`config.mk`:
```
export PLATFORM = sky130hd
export DESIGN_NAME = ps2_key_encoder_tx_flat
export DESIGN_NICKNAME = d
export VERILOG_FILES = /design/src/rtl/ps2_key_encoder_tx_if.sv /design/src/rtl/ps2_key_encoder_tx.sv /design/src/flat_wrapper.sv
export SDC_FILE = /design/constraint.sdc
export NUM_CORES = 1
export LEC_CHECK = 0
export BUFFER_PORTS_ARGS = -buffer_cell sky130_fd_sc_hd__buf_2
export CAP_MARGIN = 20
export CORE_ASPECT_RATIO = 1.25
export CORE_MARGIN = 3
export CORE_UTILIZATION = 40
export CTS_BUF_LIST = sky130_fd_sc_hd__clkbuf_4
export DETAILED_ROUTE_END_ITERATION = 12
export PLACE_DENSITY = 0.55
export SETUP_SLACK_MARGIN = 0.1
export SKIP_LAST_GASP = 1
export SYNTH_ARGS = -nofsm -noshare
export SYNTH_HDL_FRONTEND = slang
export SYNTH_SLANG_ARGS = --single-unit
```
`constraint.sdc`:
```
create_clock -name clk -period 4.7 [get_ports clk]
set_input_delay 0.94 -clock clk [delete_from_list [all_inputs] [get_ports clk]]
set_output_delay 0.94 -clock clk [all_outputs]
set_load 0.005 [all_outputs]
```
`src/rtl/ps2_key_encoder_tx_if.sv`:
```
// PS/2 pad bundle between the key encoder (device side) and the pads/host.
//   ps2_clk_i   : PS/2 clock pad input (asynchronous)
//   ps2_data_i  : PS/2 data pad input (asynchronous)
//   ps2_clk_oe  : 1 = pull PS/2 clock low, 0 = release to pull-up
//   ps2_data_oe : 1 = pull PS/2 data low, 0 = release to pull-up
// master = device (drives the enables), slave = pad/host side.
interface ps2_key_encoder_tx_if;
    logic ps2_clk_i;
    logic ps2_data_i;
    logic ps2_clk_oe;
    logic ps2_data_oe;

    modport master (
        input  ps2_clk_i,
        input  ps2_data_i,
        output ps2_clk_oe,
        output ps2_data_oe
    );

    modport slave (
        output ps2_clk_i,
        output ps2_data_i,
        input  ps2_clk_oe,
        input  ps2_data_oe
    );
endinterface

```
`src/rtl/ps2_key_encoder_tx.sv`:
```
// PS/2 device-side transmitter for a single key. Reports key press as the
// make code and key release as 0xF0 followed by the make code, generating
// the PS/2 clock itself and backing off whenever the host inhibits the bus.
// Ports:
//   clk       : system clock, rising edge
//   rst       : asynchronous active-low reset
//   key_level : debounced key level, 1 = pressed
//   bus       : PS/2 pad bundle (master side), open-drain enables out
//   busy      : high in every state except IDLE
//   tx_done   : one-cycle pulse after each byte's stop bit
//   abort_cnt : host-inhibit abort count, saturating at 8'hFF
module ps2_key_encoder_tx #(
    parameter logic [7:0]  MAKE_CODE = 8'h1C,
    parameter int unsigned HALF_CYC  = 2000,
    parameter int unsigned IDLE_CYC  = 2500,
    parameter int unsigned GAP_CYC   = 4000
) (
    input  logic                        clk,
    input  logic                        rst,
    input  logic                        key_level,
    ps2_key_encoder_tx_if.master        bus,
    output logic                        busy,
    output logic                        tx_done,
    output logic [7:0]                  abort_cnt
);

    localparam int unsigned QTR_CYC = HALF_CYC / 2;
    localparam int unsigned MAX_A   = (IDLE_CYC > GAP_CYC) ? IDLE_CYC : GAP_CYC;
    localparam int unsigned MAX_CYC = (MAX_A > HALF_CYC) ? MAX_A : HALF_CYC;
    localparam int unsigned CNT_W   = $clog2(MAX_CYC + 1);
    localparam int unsigned BIT_W   = 4;

    localparam logic [2:0] S_IDLE  = 3'd0;
    localparam logic [2:0] S_CHECK = 3'd1;
    localparam logic [2:0] S_SETUP = 3'd2;
    localparam logic [2:0] S_CLKLO = 3'd3;
    localparam logic [2:0] S_CLKHI = 3'd4;
    localparam logic [2:0] S_DONE  = 3'd5;
    localparam logic [2:0] S_GAP   = 3'd6;
    localparam logic [2:0] S_ABORT = 3'd7;

    logic [2:0]       state, state_nxt;
    logic [CNT_W-1:0] cnt, cnt_nxt;
    logic [BIT_W-1:0] bit_idx, bit_nxt;
    logic             second, second_nxt;
    logic             two_byte, two_byte_nxt;
    logic             seq_level, seq_level_nxt;
    logic             reported, reported_nxt;
    logic [7:0]       abort_nxt;
    logic             busy_nxt, tx_done_nxt, clk_oe_nxt, data_oe_nxt;
    logic             clk_oe, data_oe;
    logic             clk_s1, clk_s2, data_s1, data_s2;
    logic [7:0]       byte_nxt;
    logic [10:0]      frame_nxt;
    logic             drive_nxt;

    assign bus.ps2_clk_oe  = clk_oe;
    assign bus.ps2_data_oe = data_oe;

    // Two-flop synchronisers for the asynchronous pad inputs (idle bus = 1).
    always_ff @(posedge clk or negedge rst) begin
        if (!rst) begin
            clk_s1  <= 1'b1;
            clk_s2  <= 1'b1;
            data_s1 <= 1'b1;
            data_s2 <= 1'b1;
        end else begin
            clk_s1  <= bus.ps2_clk_i;
            clk_s2  <= clk_s1;
            data_s1 <= bus.ps2_data_i;
            data_s2 <= data_s1;
        end
    end

    // Next-state, sequence bookkeeping and registered-output decode.
    always_comb begin
        state_nxt     = state;
        cnt_nxt       = cnt;
        bit_nxt       = bit_idx;
        second_nxt    = second;
        two_byte_nxt  = two_byte;
        seq_level_nxt = seq_level;
        reported_nxt  = reported;
        abort_nxt     = abort_cnt;

        case (state)
            S_IDLE: begin
                if (key_level != reported) begin
                    state_nxt     = S_CHECK;
                    cnt_nxt       = '0;
                    two_byte_nxt  = ~key_level;
                    seq_level_nxt = key_level;
                    second_nxt    = 1'b0;
                end
            end
            S_CHECK: begin
                // A key toggle that returned to the reported level before the
                // first byte got out is dropped rather than reported.
                if (!second && (key_level == reported)) begin
                    state_nxt = S_IDLE;
                end else if (clk_s2 && data_s2) begin
                    if (cnt == CNT_W'(IDLE_CYC - 1)) begin
                        state_nxt = S_SETUP;
                        cnt_nxt   = '0;
                        bit_nxt   = '0;
                    end else begin
                        cnt_nxt = cnt + CNT_W'(1);
                    end
                end else begin
                    cnt_nxt = '0;
                end
            end
            S_SETUP: begin
                if (cnt == CNT_W'(QTR_CYC - 1)) begin
                    state_nxt = S_CLKLO;
                    cnt_nxt   = '0;
                end else begin
                    cnt_nxt = cnt + CNT_W'(1);
                end
            end
            S_CLKLO: begin
                if (cnt == CNT_W'(HALF_CYC - 1)) begin
                    state_nxt = S_CLKHI;
                    cnt_nxt   = '0;
                end else begin
                    cnt_nxt = cnt + CNT_W'(1);
                end
            end
            S_CLKHI: begin
                // First two CLKHI cycles still see our own low clock through
                // the synchroniser; the stop bit is already committed.
                if ((bit_idx != BIT_W'(10)) && (cnt >= CNT_W'(2)) && !clk_s2) begin
                    state_nxt = S_ABORT;
                    cnt_nxt   = '0;
                end else if (cnt == CNT_W'(QTR_CYC - 1)) begin
                    cnt_nxt = '0;
                    if (bit_idx == BIT_W'(10)) begin
                        state_nxt = S_DONE;
                    end else begin
                        state_nxt = S_SETUP;
                        bit_nxt   = bit_idx + BIT_W'(1);
                    end
                end else begin
                    cnt_nxt = cnt + CNT_W'(1);
                end
            end
            S_DONE: begin
                cnt_nxt = '0;
                if (two_byte && !second) begin
                    state_nxt  = S_GAP;
                    second_nxt = 1'b1;
                end else begin
                    state_nxt    = S_IDLE;
                    reported_nxt = seq_level;
                end
            end
            S_GAP: begin
                if (cnt == CNT_W'(GAP_CYC - 1)) begin
                    state_nxt = S_CHECK;
                    cnt_nxt   = '0;
                end else begin
                    cnt_nxt = cnt + CNT_W'(1);
                end
            end
            S_ABORT: begin
                state_nxt = S_CHECK;
                cnt_nxt   = '0;
                bit_nxt   = '0;
                if (abort_cnt != 8'hFF) begin
                    abort_nxt = abort_cnt + 8'd1;
                end
            end
            default: begin
                state_nxt = S_IDLE;
                cnt_nxt   = '0;
            end
        endcase

        // Frame: start 0, data LSB first, odd parity, stop 1.
        byte_nxt    = (two_byte_nxt && !second_nxt) ? 8'hF0 : MAKE_CODE;
        frame_nxt   = {1'b1, ~^byte_nxt, byte_nxt, 1'b0};
        drive_nxt   = (state_nxt == S_SETUP) || (state_nxt == S_CLKLO) ||
                      (state_nxt == S_CLKHI);
        busy_nxt    = (state_nxt != S_IDLE);
        tx_done_nxt = (state_nxt == S_DONE);
        clk_oe_nxt  = (state_nxt == S_CLKLO);
        data_oe_nxt = drive_nxt && !frame_nxt[bit_nxt];
    end

    // State, sequence and output registers.
    always_ff @(posedge clk or negedge rst) begin
        if (!rst) begin
            state     <= S_IDLE;
            cnt       <= '0;
            bit_idx   <= '0;
            second    <= 1'b0;
            two_byte  <= 1'b0;
            seq_level <= 1'b0;
            reported  <= 1'b0;
            abort_cnt <= 8'h00;
            busy      <= 1'b0;
            tx_done   <= 1'b0;
            clk_oe    <= 1'b0;
            data_oe   <= 1'b0;
        end else begin
            state     <= state_nxt;
            cnt       <= cnt_nxt;
            bit_idx   <= bit_nxt;
            second    <= second_nxt;
            two_byte  <= two_byte_nxt;
            seq_level <= seq_level_nxt;
            reported  <= reported_nxt;
            abort_cnt <= abort_nxt;
            busy      <= busy_nxt;
            tx_done   <= tx_done_nxt;
            clk_oe    <= clk_oe_nxt;
            data_oe   <= data_oe_nxt;
        end
    end

endmodule
```
`src/flat_wrapper.sv`:
```
// flat-port wrapper written by rule: the top's interface ports become plain ports
module ps2_key_encoder_tx_flat 
#(
    parameter logic [7:0]  MAKE_CODE = 8'h1C,
    parameter int unsigned HALF_CYC  = 2000,
    parameter int unsigned IDLE_CYC  = 2500,
    parameter int unsigned GAP_CYC   = 4000
)
  (clk, rst, key_level, busy, tx_done, abort_cnt, bus_ps2_clk_i, bus_ps2_data_i, bus_ps2_clk_oe, bus_ps2_data_oe);
  ps2_key_encoder_tx_if bus_i ();
  input  logic clk;
  input  logic rst;
  input  logic key_level;
  output logic busy;
  output logic tx_done;
  output logic [7:0] abort_cnt;
  input wire logic [$bits(bus_i.ps2_clk_i)-1:0] bus_ps2_clk_i;
  input wire logic [$bits(bus_i.ps2_data_i)-1:0] bus_ps2_data_i;
  output wire logic [$bits(bus_i.ps2_clk_oe)-1:0] bus_ps2_clk_oe;
  output wire logic [$bits(bus_i.ps2_data_oe)-1:0] bus_ps2_data_oe;
  assign bus_i.ps2_clk_i = bus_ps2_clk_i;
  assign bus_i.ps2_data_i = bus_ps2_data_i;
  assign bus_ps2_clk_oe = bus_i.ps2_clk_oe;
  assign bus_ps2_data_oe = bus_i.ps2_data_oe;
  ps2_key_encoder_tx #(.MAKE_CODE(MAKE_CODE), .HALF_CYC(HALF_CYC), .IDLE_CYC(IDLE_CYC), .GAP_CYC(GAP_CYC)) u_core (.clk(clk), .rst(rst), .key_level(key_level), .bus(bus_i), .busy(busy), .tx_done(tx_done), .abort_cnt(abort_cnt));
endmodule
```
==> impl_metrics.env <==
export IMPL_status="completed"
export IMPL_worstRegToRegCells=9
export IMPL_setup_violations=0
export IMPL_clock_tree_root_cell="clkbuf_4"
export IMPL_required_ns=4.99
export IMPL_setup_tns_ns=0
export IMPL_nets=289
export IMPL_finalWeightedCongestion=0.8091
export IMPL_slowest_delay_ns=0.53
export IMPL_leakage_nw=1.027
export IMPL_synth_edf_count=0
export IMPL_wire_per_inst_um=15.34
export IMPL_rows=31
export IMPL_maxSlewViolCount=0
export IMPL_worstPathArrival_ns=3.02
export IMPL_ys_ff_latch=39
export IMPL_via_per_inst=5.893
export IMPL_fill_cells=605
export IMPL_r2r_slack_ns=1.97
export IMPL_syn_nets=279
export IMPL_gr_total_overflow=0
export IMPL_finalHoldViolCount=0
export IMPL_dieArea_sq_um=7038
export IMPL_ant_nets=0
export IMPL_cp_max_fo=9
export IMPL_fp_dieW_um=75.64
export IMPL_synth_distinct_cells=59
export IMPL_power_mw=0.7743
export IMPL_fin_crit_ns=2.731
export IMPL_drc=0
export IMPL_powerDensity_nw_per_um2=305.3
export IMPL_gr_usage_all_layers=0.1675
export IMPL_placed_cell_area_sq_um=2482
export IMPL_routed_wl_um=5306
export IMPL_grt_max_degree=40
export IMPL_syn_to_final_growth_pct=4.592
export IMPL_critPathSlowestCell="o31ai_1"
export IMPL_fmax_mhz=366.2
export IMPL_cts_buffers=5
export IMPL_die_h_um=93.05
export IMPL_critical_path_cell_chain="ha_1 > and4_1 > nand4_1 > o31ai_1 > o22ai_1 > nor2_4 > mux2_2 > nand3b_1 > o211a_1"
export IMPL_final_common_cell="dfrtp_1"
export IMPL_clockBufferDepth=2
export IMPL_avgSynthCellArea_sq_um=9.014
export IMPL_ys_seq_area_frac=0.4045
export IMPL_synth_top_area_cell="dfrtp_1"
export IMPL_clock_latency_ns=0.34
export IMPL_syn_area_sq_um=2425
export IMPL_ios=17
export IMPL_cp_start_kind="register"
export IMPL_diodes=0
export IMPL_hpwlAfterDp_um=3998
export IMPL_grt_pass1_vias=1938
export IMPL_h_tree_depth=2
export IMPL_synth_top_cell_area_share=0.3612
export IMPL_grt_pass1_wl_um=9149
export IMPL_finish_utilization=0.4359
export IMPL_hold_path_depth=0
export IMPL_post_cts_setup_buffer_count=0
export IMPL_synthTopCellsByArea="dfrtp_1 (36%), dfstp_2 (4.3%), nand2_1 (4.2%)"
export IMPL_postCtsHoldBufs=0
export IMPL_antenna_found_initial=0
export IMPL_synthArstFlopShare=1.000
export IMPL_drive_gt1_frac=0.1607
export IMPL_ir_drop_uv=157.8
export IMPL_clk_pin_slew_ns=0.11
export IMPL_coreArea_sq_um=5818
export IMPL_io_buffers=16
export IMPL_drt_pass1_iterations=4
export IMPL_fin_crit_sh=0.5811
export IMPL_cts_sinks=39
export IMPL_drt_initial_drc_count=177
export IMPL_finalClockSkew_ns=0.007108
export IMPL_end_kind="register"
export IMPL_rsz0062_at_grt="no"
export IMPL_hp_class="reg -> reg"
export IMPL_worstMarginPinSlew_ns=0.8409
export IMPL_maxCapViolCount=0
export IMPL_synth_flop_cell="dfrtp_1"
export IMPL_cts_tree="done"
export IMPL_ys_warnings_count=0
export IMPL_synthCells=269
export IMPL_path_class="reg -> reg"
export IMPL_maxSlewHeadroom=0.4394
export IMPL_vias=2039
export IMPL_initial_core_util=0.4168
export IMPL_fin_area_sq_um=2536
export IMPL_cts_resized=0
export IMPL_final_cell_mix="dfrtp_1 (35), nand2_1 (27), nor2_1 (25)"
synth_stat cells (all sizes together) (4+ instances only):
library cell  count
a21o              4
a21oi            13
a31oi             4
and3              4
clkbuf           11
dfrtp            35
dfstp             4
ha                5
inv               8
nand2            27
nand2b            6
nand3            19
nand4             8
nor2             27
nor3              7
nor4              8
o21ai            18
or3               6
xnor2             4
xor2              4
power breakdown:
group	switching (mW)	internal (mW)
sequential	0.0796	0.374
combinational	0.0766	0.0764
clock	0.105	0.0621
metal layers:
metal | track usage | vias up | routed length (um)
met1 | 0.2206 | 976 | 2318
met3 | 0.03011 | 11 | 228
li1 | - | 1004 | -
met4 | 0.06851 | 0 | 127
met2 | 0.2666 | 48 | 2631
met5 | 0 | - | 0
metrics by stage:
| step | instances | hold slack [ns] | setup slack [ns] |
|---|---|---|---|
| 2_1_floorplan | 269 | 0.3452 | 2.146 |
| 3_3_place_gp | 338 | 0.3466 | 1.787 |
| 3_5_place_dp | 338 | 0.3509 | 1.695 |
| 4_1_cts | 346 | 0.3704 | 1.958 |
| 5_1_grt | 346 | 0.3746 | 1.731 |
| 6_report | 346 | 0.3684 | 1.969 |
cells by family (layout without fill, tap and decap cells):
group           Yosys count  count (layout)  share of synthesized area
compound gates           62              62                     0.1693
xor+xnor                  8               8                    0.02889
fa+ha+maj                 5               5                    0.02580
buf+inv                  22              33                    0.06140
flops                    39              39                     0.4045
mux                       4               4                    0.01806
simple gates            129             129                     0.2921
layout make-up:
class                      count  area, sq um  area share
sequential                    39        980.9      0.3868
clock inverter                 2        8.758    0.003453
tap                           66        82.58     0.03256
inverter                       8        30.03     0.01184
multi-input combinational    208         1301      0.5131
timing repair buffer          17        87.58     0.03453
clock buffer                   6        45.04     0.01776
path summary, 6_finish.rpt:
kind,start,to
max in group asynchronous,rst,u_core.cnt[1]$_DFFE_PN0P_
min,u_core.clk_s1$_DFF_PN1_,u_core.clk_s2$_DFF_PN1_
max,u_core.cnt[1]$_DFFE_PN0P_,u_core.bus.ps2_data_oe$_DFF_PN0_
min in group asynchronous,rst,u_core.abort_cnt[7]$_DFFE_PN0P_
min reg2reg,u_core.clk_s1$_DFF_PN1_,u_core.clk_s2$_DFF_PN1_
max reg2reg,u_core.cnt[1]$_DFFE_PN0P_,u_core.bus.ps2_data_oe$_DFF_PN0_
flip-flops by register name, summed over array words and instances (netlist names):
register / count
u_core.cnt: 12
u_core.abort_cnt: 8
u_core.bit_idx: 4
u_core.state: 3
u_core.bus.ps2_clk_oe: 1
u_core.bus.ps2_data_oe: 1
u_core.busy: 1
u_core.clk_s1: 1
u_core.clk_s2: 1
u_core.data_s1: 1
u_core.data_s2: 1
u_core.reported: 1
u_core.second: 1
u_core.seq_level: 1
u_core.two_byte: 1
u_core.tx_done: 1
worst max-delay path, delay by kind of cell (launching register included):
family | cells | cell delay, ns
AO/OA/AOI/OAI | 3 | 0.86
AND/OR/NAND/NOR | 4 | 0.72
flip-flops | 1 | 0.42
adder cells (fa/ha/maj) | 1 | 0.35
multiplexers | 1 | 0.34
No activity file was read; power rests on OpenSTA's default activity.
